### src/rtl/dual_edge_deser.sv
// Dual-edge capture deserialiser: samples a DATA_WIDTH bus on both clock edges and packs
// RATIO samples per word behind a valid/ready register. Optional counters: DUAL_EDGE_DESER_STATS_EN.
module dual_edge_deser #(
   parameter int DATA_WIDTH = 8,
   parameter int RATIO      = 4
) (
   input  logic                          clk,
   input  logic                          rst_n,
   input  logic                          in_valid,
   input  logic [DATA_WIDTH-1:0]         data_in,
   input  logic [DATA_WIDTH-1:0]         pos_edge_latch_en,
   input  logic [DATA_WIDTH-1:0]         neg_edge_latch_en,
   output logic [DATA_WIDTH*RATIO-1:0]   data_out,
   output logic                          out_valid,
   input  logic                          out_ready,
   output logic                          overflow
`ifdef DUAL_EDGE_DESER_STATS_EN
   ,
   output logic [15:0]                   word_cnt,
   output logic [15:0]                   drop_cnt
`endif
);

   localparam int PAIRS  = RATIO / 2;
   localparam int PAIR_W = 2 * DATA_WIDTH;
   localparam int WORD_W = DATA_WIDTH * RATIO;
   localparam int IDX_W  = (PAIRS > 1) ? $clog2(PAIRS) : 1;

   if (DATA_WIDTH < 1) begin : g_bad_width
      $error("dual_edge_deser: DATA_WIDTH must be at least 1");
   end
   if ((RATIO < 2) || ((RATIO % 2) != 0)) begin : g_bad_ratio
      $error("dual_edge_deser: RATIO must be even and at least 2");
   end

   // Per-bit enable: enabled bits take the new data, disabled bits repeat their last capture.
   function automatic logic [DATA_WIDTH-1:0] gated_load(
      input logic [DATA_WIDTH-1:0] old_val,
      input logic [DATA_WIDTH-1:0] new_val,
      input logic [DATA_WIDTH-1:0] en
   );
      return (new_val & en) | (old_val & ~en);
   endfunction

   logic [DATA_WIDTH-1:0]    pos_hold;
   logic [DATA_WIDTH-1:0]    neg_hold;
   logic [DATA_WIDTH-1:0]    pos_next;
   logic [DATA_WIDTH-1:0]    pos_snap_p0;
   logic                     pend_p0;
   logic [IDX_W-1:0]         pair_idx;
   logic [WORD_W-1:0]        asm_q;
   logic [PAIR_W-1:0]        pair_word;
   logic [WORD_W+PAIR_W-1:0] asm_cat;
   logic [WORD_W-1:0]        word_next;
   logic                     word_done;
   logic                     word_load;
   logic                     word_drop;

   assign pos_next = gated_load(pos_hold, data_in, pos_edge_latch_en);

   always_ff @(posedge clk or negedge rst_n) begin
      if (!rst_n) begin
         pos_hold <= '0;
      end else begin
         pos_hold <= pos_next;
      end
   end

   always_ff @(negedge clk or negedge rst_n) begin
      if (!rst_n) begin
         neg_hold <= '0;
      end else begin
         neg_hold <= gated_load(neg_hold, data_in, neg_edge_latch_en);
      end
   end

   // Stage p0: qualified posedge sample waits one cycle for its negedge partner.
   always_ff @(posedge clk or negedge rst_n) begin
      if (!rst_n) begin
         pend_p0     <= 1'b0;
         pos_snap_p0 <= '0;
      end else begin
         pend_p0 <= in_valid;
         if (in_valid) begin
            pos_snap_p0 <= pos_next;
         end
      end
   end

   // Shift right by one pair so the earliest pair lands in the lowest slice after PAIRS commits.
   assign pair_word = {neg_hold, pos_snap_p0};
   assign asm_cat   = {pair_word, asm_q};
   assign word_next = asm_cat[WORD_W+PAIR_W-1:PAIR_W];
   assign word_done = pend_p0 && (pair_idx == IDX_W'(PAIRS - 1));
   assign word_load = word_done && (!out_valid || out_ready);
   assign word_drop = word_done && out_valid && !out_ready;

   always_ff @(posedge clk or negedge rst_n) begin
      if (!rst_n) begin
         pair_idx <= '0;
         asm_q    <= '0;
      end else if (pend_p0) begin
         asm_q <= word_next;
         if (word_done) begin
            pair_idx <= '0;
         end else begin
            pair_idx <= pair_idx + 1'b1;
         end
      end
   end

   // Output register: a word arriving on an accepting edge replaces the old one without a bubble.
   always_ff @(posedge clk or negedge rst_n) begin
      if (!rst_n) begin
         data_out  <= '0;
         out_valid <= 1'b0;
         overflow  <= 1'b0;
      end else begin
         if (word_load) begin
            data_out  <= word_next;
            out_valid <= 1'b1;
         end else if (out_ready) begin
            out_valid <= 1'b0;
         end
         if (word_drop) begin
            overflow <= 1'b1;
         end
      end
   end

`ifdef DUAL_EDGE_DESER_STATS_EN
   always_ff @(posedge clk or negedge rst_n) begin
      if (!rst_n) begin
         word_cnt <= '0;
         drop_cnt <= '0;
      end else begin
         if (word_load) begin
            word_cnt <= word_cnt + 16'd1;
         end
         if (word_drop) begin
            drop_cnt <= drop_cnt + 16'd1;
         end
      end
   end
`endif

endmodule

### config.mk
export PLATFORM = sky130hd
export DESIGN_NAME = dual_edge_deser
export DESIGN_NICKNAME = d
export VERILOG_FILES = /design/src/rtl/dual_edge_deser.sv
export SDC_FILE = /design/constraint.sdc
export NUM_CORES = 1
export LEC_CHECK = 0
export BUFFER_PORTS_ARGS = -buffer_cell sky130_fd_sc_hd__buf_2
export CELL_PAD_IN_SITES_DETAIL_PLACEMENT = 1
export CELL_PAD_IN_SITES_GLOBAL_PLACEMENT = 1
export CORE_MARGIN = 1.5
export CORE_UTILIZATION = 49
export DETAILED_ROUTE_END_ITERATION = 8
export MAX_ROUTING_LAYER = met4
export PLACE_DENSITY_LB_ADDON = 0.1
export SLEW_MARGIN = 20
export SYNTH_ARGS = -nofsm -noshare
export SYNTH_HDL_FRONTEND = slang
export SYNTH_SLANG_ARGS = --single-unit
### constraint.sdc
create_clock -name clk -period 2.87 [get_ports clk]
set_input_delay 0.574 -clock clk [delete_from_list [all_inputs] [get_ports clk]]
set_output_delay 0.574 -clock clk [all_outputs]
set_load 0.02 [all_outputs]
==> summary.txt, run 1 <==
Status: finished clean
Pre-antenna DRT Iters: 4
Clock Pin Slew Worst Setup and Hold Paths: 80 ps
Number of rows created at floorplan: 28
Final routed wirelength across all metal layers: 5.47 mm
EDFF count, synth: 0
Clock tree from TritonCTS: yes
Reg-to-Reg End: asm_q[24]
Clock skew: 11.3 ps
GPL Wtd Cong: 0.661
Mapped Cells: 161
Slew of the pin with the lowest slew margin: 444 ps
Final hold vios: 0
Final net count: 261
Biggest area contributors in the synthesized netlist: dfrtp_1 (57%), mux2_2 (16%), mux2_4 (15%)
Total of cells resized after clock tree synthesis: 0
Family with the most delay on the worst path: multiplexers
Predominant post-synthesis flop cell: dfrtp_1
Unrepaired setup endpoints after global routing: no
Count of cell types in the netlist: 14
Hold/Removal Path Class: in2async
Critical setup path kind: in2reg
Path length in cells of the critical path: 2
Die area: 0.00655 mm^2
Post-route worst hold slack: 166 ps
Antenna violations before repair: 0
Level count of the clock H-tree: 3
Switch share: 31.9%
Drc violations: 0
Final setup vio count: 0
Sink count of the clock tree: 76
Clock buffer count from CTS: 9
Worst slew margin relative to its limit: 70.4%
Initial core utilization: 50.6%
Worst setup path startpoint: neg_edge_latch_en[3]
Slowest CP cell: mux2_2
Setup TNS: 0 ps
Total gr overflow: 0
Pins over their slew limit: 0
Power share of the clock group: 23.7%
Initial drt markers: 67
Area of the core: 0.00589 mm^2
Count leader, synth: dfrtp_1
Leakage power summed over all cells: 0.00170 uW
Synthesized area per cell: 18.5 um^2
I/O Pins: 62
Worst skew pair latency: 340 ps
Combinational share of power: 33.5%
Worst reg2reg path depth: 1
Vias after detailed routing: 1589
HPWL after detailed placement: 3.82 mm
Biggest fanout along the worst timing path: 1
Largest stage delay on the critical path: 320 ps
Global-route usage over all layers: 19.2%
Sequential share of power: 42.9%
Sequential cell area in the final layout: 0.00190 mm^2
Die H: 80.9 um
Synth-to-Final Area Change: 19.9%
Register bit count reported by yosys: 76
Top cell type's share of synthesized area: 57.2%
Clock tree buffer depth: 2
Highest ir drop seen on vdd: 0.000449 V
Arrival time worst endpoint: 980 ps
Sequential element share of the synthesized area: 63.9%
Cell-by-cell trace of the critical path: buf_2 > mux2_2
WL per Instance: 17.5 um
Kind of capture point of the worst setup path: flip-flop
Global-route wire length before repair: 8.87 mm
Total number of yosys warnings: 0
Antenna diode count: 0
Placed cell count: 297
Worst Setup Start Kind: input port
Post-cts hold buffer count: 0
CTS Root Buffer Type: clkbuf_8
Largest net degree at the start of global routing: 34
Setup bufs post-CTS: 0
Number of max-cap violations: 0
Async S/R FF share, synth: 100%
Nets in the synthesized netlist: 189
Final instance count without filler cells: 313
Leading post-synthesis cells by instance count: dfrtp_1 (68), mux2_2 (42), mux2_4 (30), dfrtn_1 (8), buf_12 (3)
Number of vias per cell: 5.08
Cell type with the largest total area after synthesis: dfrtp_1
Minimum setup slack among reg-to-reg paths: 690 ps
Die X: 80.9 um
Vias in the first global route: 1725
Count of nets left with antenna violations after detail routing: 0
PortBufs: 61
Share of post-route cells with drive strength above 1: 66.0%
Fillers: 547
Required time of the critical path: 1610 ps
Buffering stage count on the worst path with inverters included: 1
Sw power: 1200 uW
Cell-internal power: 2560 uW
Power Dens Cells: 1050 mW/mm^2
Area of the mapped netlist: 0.00298 mm^2
Area used by multi-input combinational logic: 982 um^2
-- per-layer routing --
layer	up-vias	wire length, um	global-route usage, %
met5	-	0	-
met3	4	232	5.39
met2	43	2820	30.3
met4	0	34	6.72
li1	708	-	-
met1	834	2380	23.9
-- per-stage QoR --
step | worst slack, ps | power [uW] | utilization [%] | area (um^2)
2_1_floorplan | 400 | 2510 | - | 2980
3_3_place_gp | 308 | 2830 | 56.9 | 3350
3_5_place_dp | 287 | 2900 | 56.9 | 3350
4_1_cts | 641 | 3810 | 60.6 | 3570
5_1_grt | 631 | 3960 | 60.6 | 3570
6_report | 628 | 3760 | 60.6 | 3570
-- cells by family (layout without fill, tap and decap cells) --
family                    count (synthesis)  count (layout)  synth area share [%]
xor gates and xnor gates                  1               1                 0.294
buffers and inverters                     7              84                  3.07
AOI/OAI and AO/OA                         1               1                 0.252
DFF                                      76              76                  63.9
and+or+nand+nor                           4               4                  1.43
muxes                                    72              72                  31.0
-- layout by cell type, fill, tap and decap left out, drive strengths merged --
cell type   n
dfrtp      68
buf        68
mux2       72
bufinv      2
nand2       2
o21bai      1
dfrtn       8
clkinvlp    1
nand2b      1
nor2b       1
clkinv      1
clkbuf     12
xor2        1
-- how the worst min path moves through the flow --
stage	slack, ps	depth (start not counted)	end
after floorplan	280	0	asm_q[16]
after global placement	460	1	overflow
after detailed placement	470	1	overflow
after CTS	170	1	data_out[11]
after global routing	170	1	data_out[24]
final	170	1	data_out[11]
-- area by class of cell --
| cell class | count | area share [%] |
|---|---|---|
| flip-flops and latches | 76 | 53.3 |
| repair buffers | 68 | 10.4 |
| well taps | 75 | 2.63 |
| clock inverters | 4 | 2.03 |
| clock buffers | 12 | 4.07 |
| multi-input cells | 78 | 27.5 |
-- power by group through the flow --
stage | clock network (uW) | logic, uW | registers [uW]
floorplan | 0 | 625 | 1890
global placement | 0 | 1240 | 1590
detailed placement | 0 | 1270 | 1630
CTS | 914 | 1280 | 1620
global route | 960 | 1340 | 1650
finish | 889 | 1260 | 1610
Note: power is estimated with default switching activity, not from simulation.
==> run 2, diff against run 1 <==
Settings changed: ABC_AREA set to 1, CORE_UTILIZATION 49 to 37.
Clock period 2.87 ns to 1.9 ns, I/O delays scaled along.
==> summary.txt, run 2 <==
Status: finished clean
Antenna violations before repair: 0
Final setup vio count: 0
Clock Pin Slew Worst Setup and Hold Paths: 80 ps
Register bit count reported by yosys: 76
Die H: 93.5 um
Worst skew pair latency: 350 ps
Hold depth: 1
Number of vias per cell: 4.64
HPWL after detailed placement: 4.99 mm
Worst Setup Start Kind: flip-flop
Synthesized area per cell: 9.14 um^2
Clock tree from TritonCTS: yes
Fillers: 949
Clock buffer count from CTS: 9
Cell-by-cell trace of the critical path: inv_1 > a21oi_1
Sequential cell area in the final layout: 0.00190 mm^2
Biggest fanout along the worst timing path: 2
Pre-antenna DRT Iters: 4
Required time of the critical path: 2180 ps
Die area: 0.00875 mm^2
Slowest CP cell: dfrtn_1
Instance area at placement: 0.00341 mm^2
Kind of capture point of the worst setup path: flip-flop
Global-route usage over all layers: 19.3%
Leading post-synthesis cells by instance count: nand2_1 (113), dfrtp_1 (68), inv_1 (42), nand3_1 (40), o21ai_0 (16)
Top cell type's share of synthesized area: 56.1%
Buffering stage count on the worst path with inverters included: 1
CTS Root Buffer Type: clkbuf_8
Power Dens Cells: 1140 mW/mm^2
Met3 Track Usage GR: 2.93%
Total number of yosys warnings: 0
Count leader, synth: nand2_1
Most frequent cells in the layout: nand2_1 (113), dfrtp_1 (68), buf_2 (60), inv_1 (42), nand3_1 (40)
Die X: 93.5 um
Share of post-route cells with drive strength above 1: 20.9%
Setup slack of the critical path after layout: 207 ps
Hold/Removal Path Class: in2reg
Worst reg2reg path depth: 2
Number of max-cap violations: 0
I/O Pins: 62
Slew of the pin with the lowest slew margin: 474 ps
Most Crowded Layer GR: met2
Final non-filler cell area: 0.00359 mm^2
PortBufs: 61
Critical setup path kind: reg2reg
Async S/R FF share, synth: 100%
Family with the most delay on the worst path: flip-flops
Path length in cells of the critical path: 2
Count of cell types in the netlist: 16
Largest stage delay on the critical path: 440 ps
Clock skew: 16.9 ps
Final routed wirelength across all metal layers: 7.34 mm
Biggest area contributors in the synthesized netlist: dfrtp_1 (56%), nand2_1 (14%), dfrtn_1 (6.6%)
Most common cell after layout, fill and taps aside: nand2_1
Worst slew margin relative to its limit: 68.4%
Sequential element share of the synthesized area: 62.7%
Highest ir drop seen on vdd: 0.000448 V
Met1 Resource Use GR: 26.6%
Leakage power summed over all cells: 0.00201 uW
Area used by multi-input combinational logic: 868 um^2
GPL Wtd Cong: 0.738
Synth-to-Final Area Change: 18.3%
Drc violations: 0
Final net count: 425
Setup bufs post-CTS: 0
Cell type with the largest total area after synthesis: dfrtp_1
EDFF count, synth: 0
Number of rows created at floorplan: 32
Global-route wire length before repair: 12.3 mm
Vias in the first global route: 2413
Count of nets left with antenna violations after detail routing: 0
Clock tree buffer depth: 2
Pins over their slew limit: 0
Area of the core: 0.00785 mm^2
Total gr overflow: 0
Sink count of the clock tree: 76
Largest net degree at the start of global routing: 39
Initial drt markers: 118
WL per Instance: 14.6 um
Level count of the clock H-tree: 3
Initial core utilization: 38.6%
Nets in the synthesized netlist: 360
Arrival time worst endpoint: 1970 ps
Antenna diode count: 0
Area of the mapped netlist: 0.00303 mm^2
Predominant post-synthesis flop cell: dfrtp_1
Unrepaired setup endpoints after global routing: no
Vias after detailed routing: 2341
Post-placement worst setup slack: 159 ps
Mapped Cells: 332
Final hold vios: 0
Setup TNS: 0 ps
Met2 layer usage reported by global route: 29.0%
Post-route worst hold slack: 295 ps
==> run 2: cell type report <==
type / count / share of cell area [%]
inverters: 43 / 4.57
multi-input cells: 199 / 24.2
well taps: 102 / 3.56
flip-flops and latches: 76 / 53.0
repair buffers: 68 / 10.1
clock buffers: 13 / 4.15
clock inverters: 3 / 0.418
==> run 2: worst paths after layout <==
path,slack (ps),to,startpoint
worst max-delay path,210,asm_q[27],flip-flop
min in group asynchronous,480,data_out[28],rst_n
worst min-delay path,290,pend_p0,in_valid
worst max register to register,210,asm_q[27],flip-flop
max in group asynchronous,270,asynchronous set/reset pin,rst_n
worst min register to register,470,data_out[23],data_out[23]
==> run 2: worst register-to-register path: cells and delay by family, from the launching register on <==
kind | cells | cell delay (ps)
flops | 1 | 440
buf+inv | 1 | 100
compound gates | 1 | 150
==> run 2: report_power, final <==
part | switching [uW] | internal (uW)
clock | 565 | 505
sequential | 175 | 1910
combinational | 632 | 304
total | 1370 | 2720
==> run 2: stage by stage <==
| stage | utilization, % | instances | total power [uW] |
|---|---|---|---|
| after detailed placement | 43.5 | 487 | 3060 |
| after global placement | 43.5 | 487 | 3030 |
| final | 45.7 | 504 | 4090 |
| after global routing | 45.7 | 504 | 4340 |
| after CTS | 45.7 | 504 | 4140 |
| after floorplan | - | 332 | 2670 |
==> run 2: kinds of logic (layout without fill, tap and decap cells) <==
family,after synthesis,in the layout,synth area share (%)
DFF,76,76,62.7
AOI/OAI and AO/OA,25,25,4.21
and+or+nand+nor,174,174,24.4
buffers and inverters,57,127,8.66
==> run 2: routing by layer <==
layer,share of wire (%),wire length [um]
met5,0,0
met4,1.1,81
met3,3.8,279
met2,46,3390
met1,49,3600
==> run 2: repair_timing <==
action	in CTS	in global routing
endpoints found under the hold margin	11	0
hold buffers	1	0
resized for setup	0	0
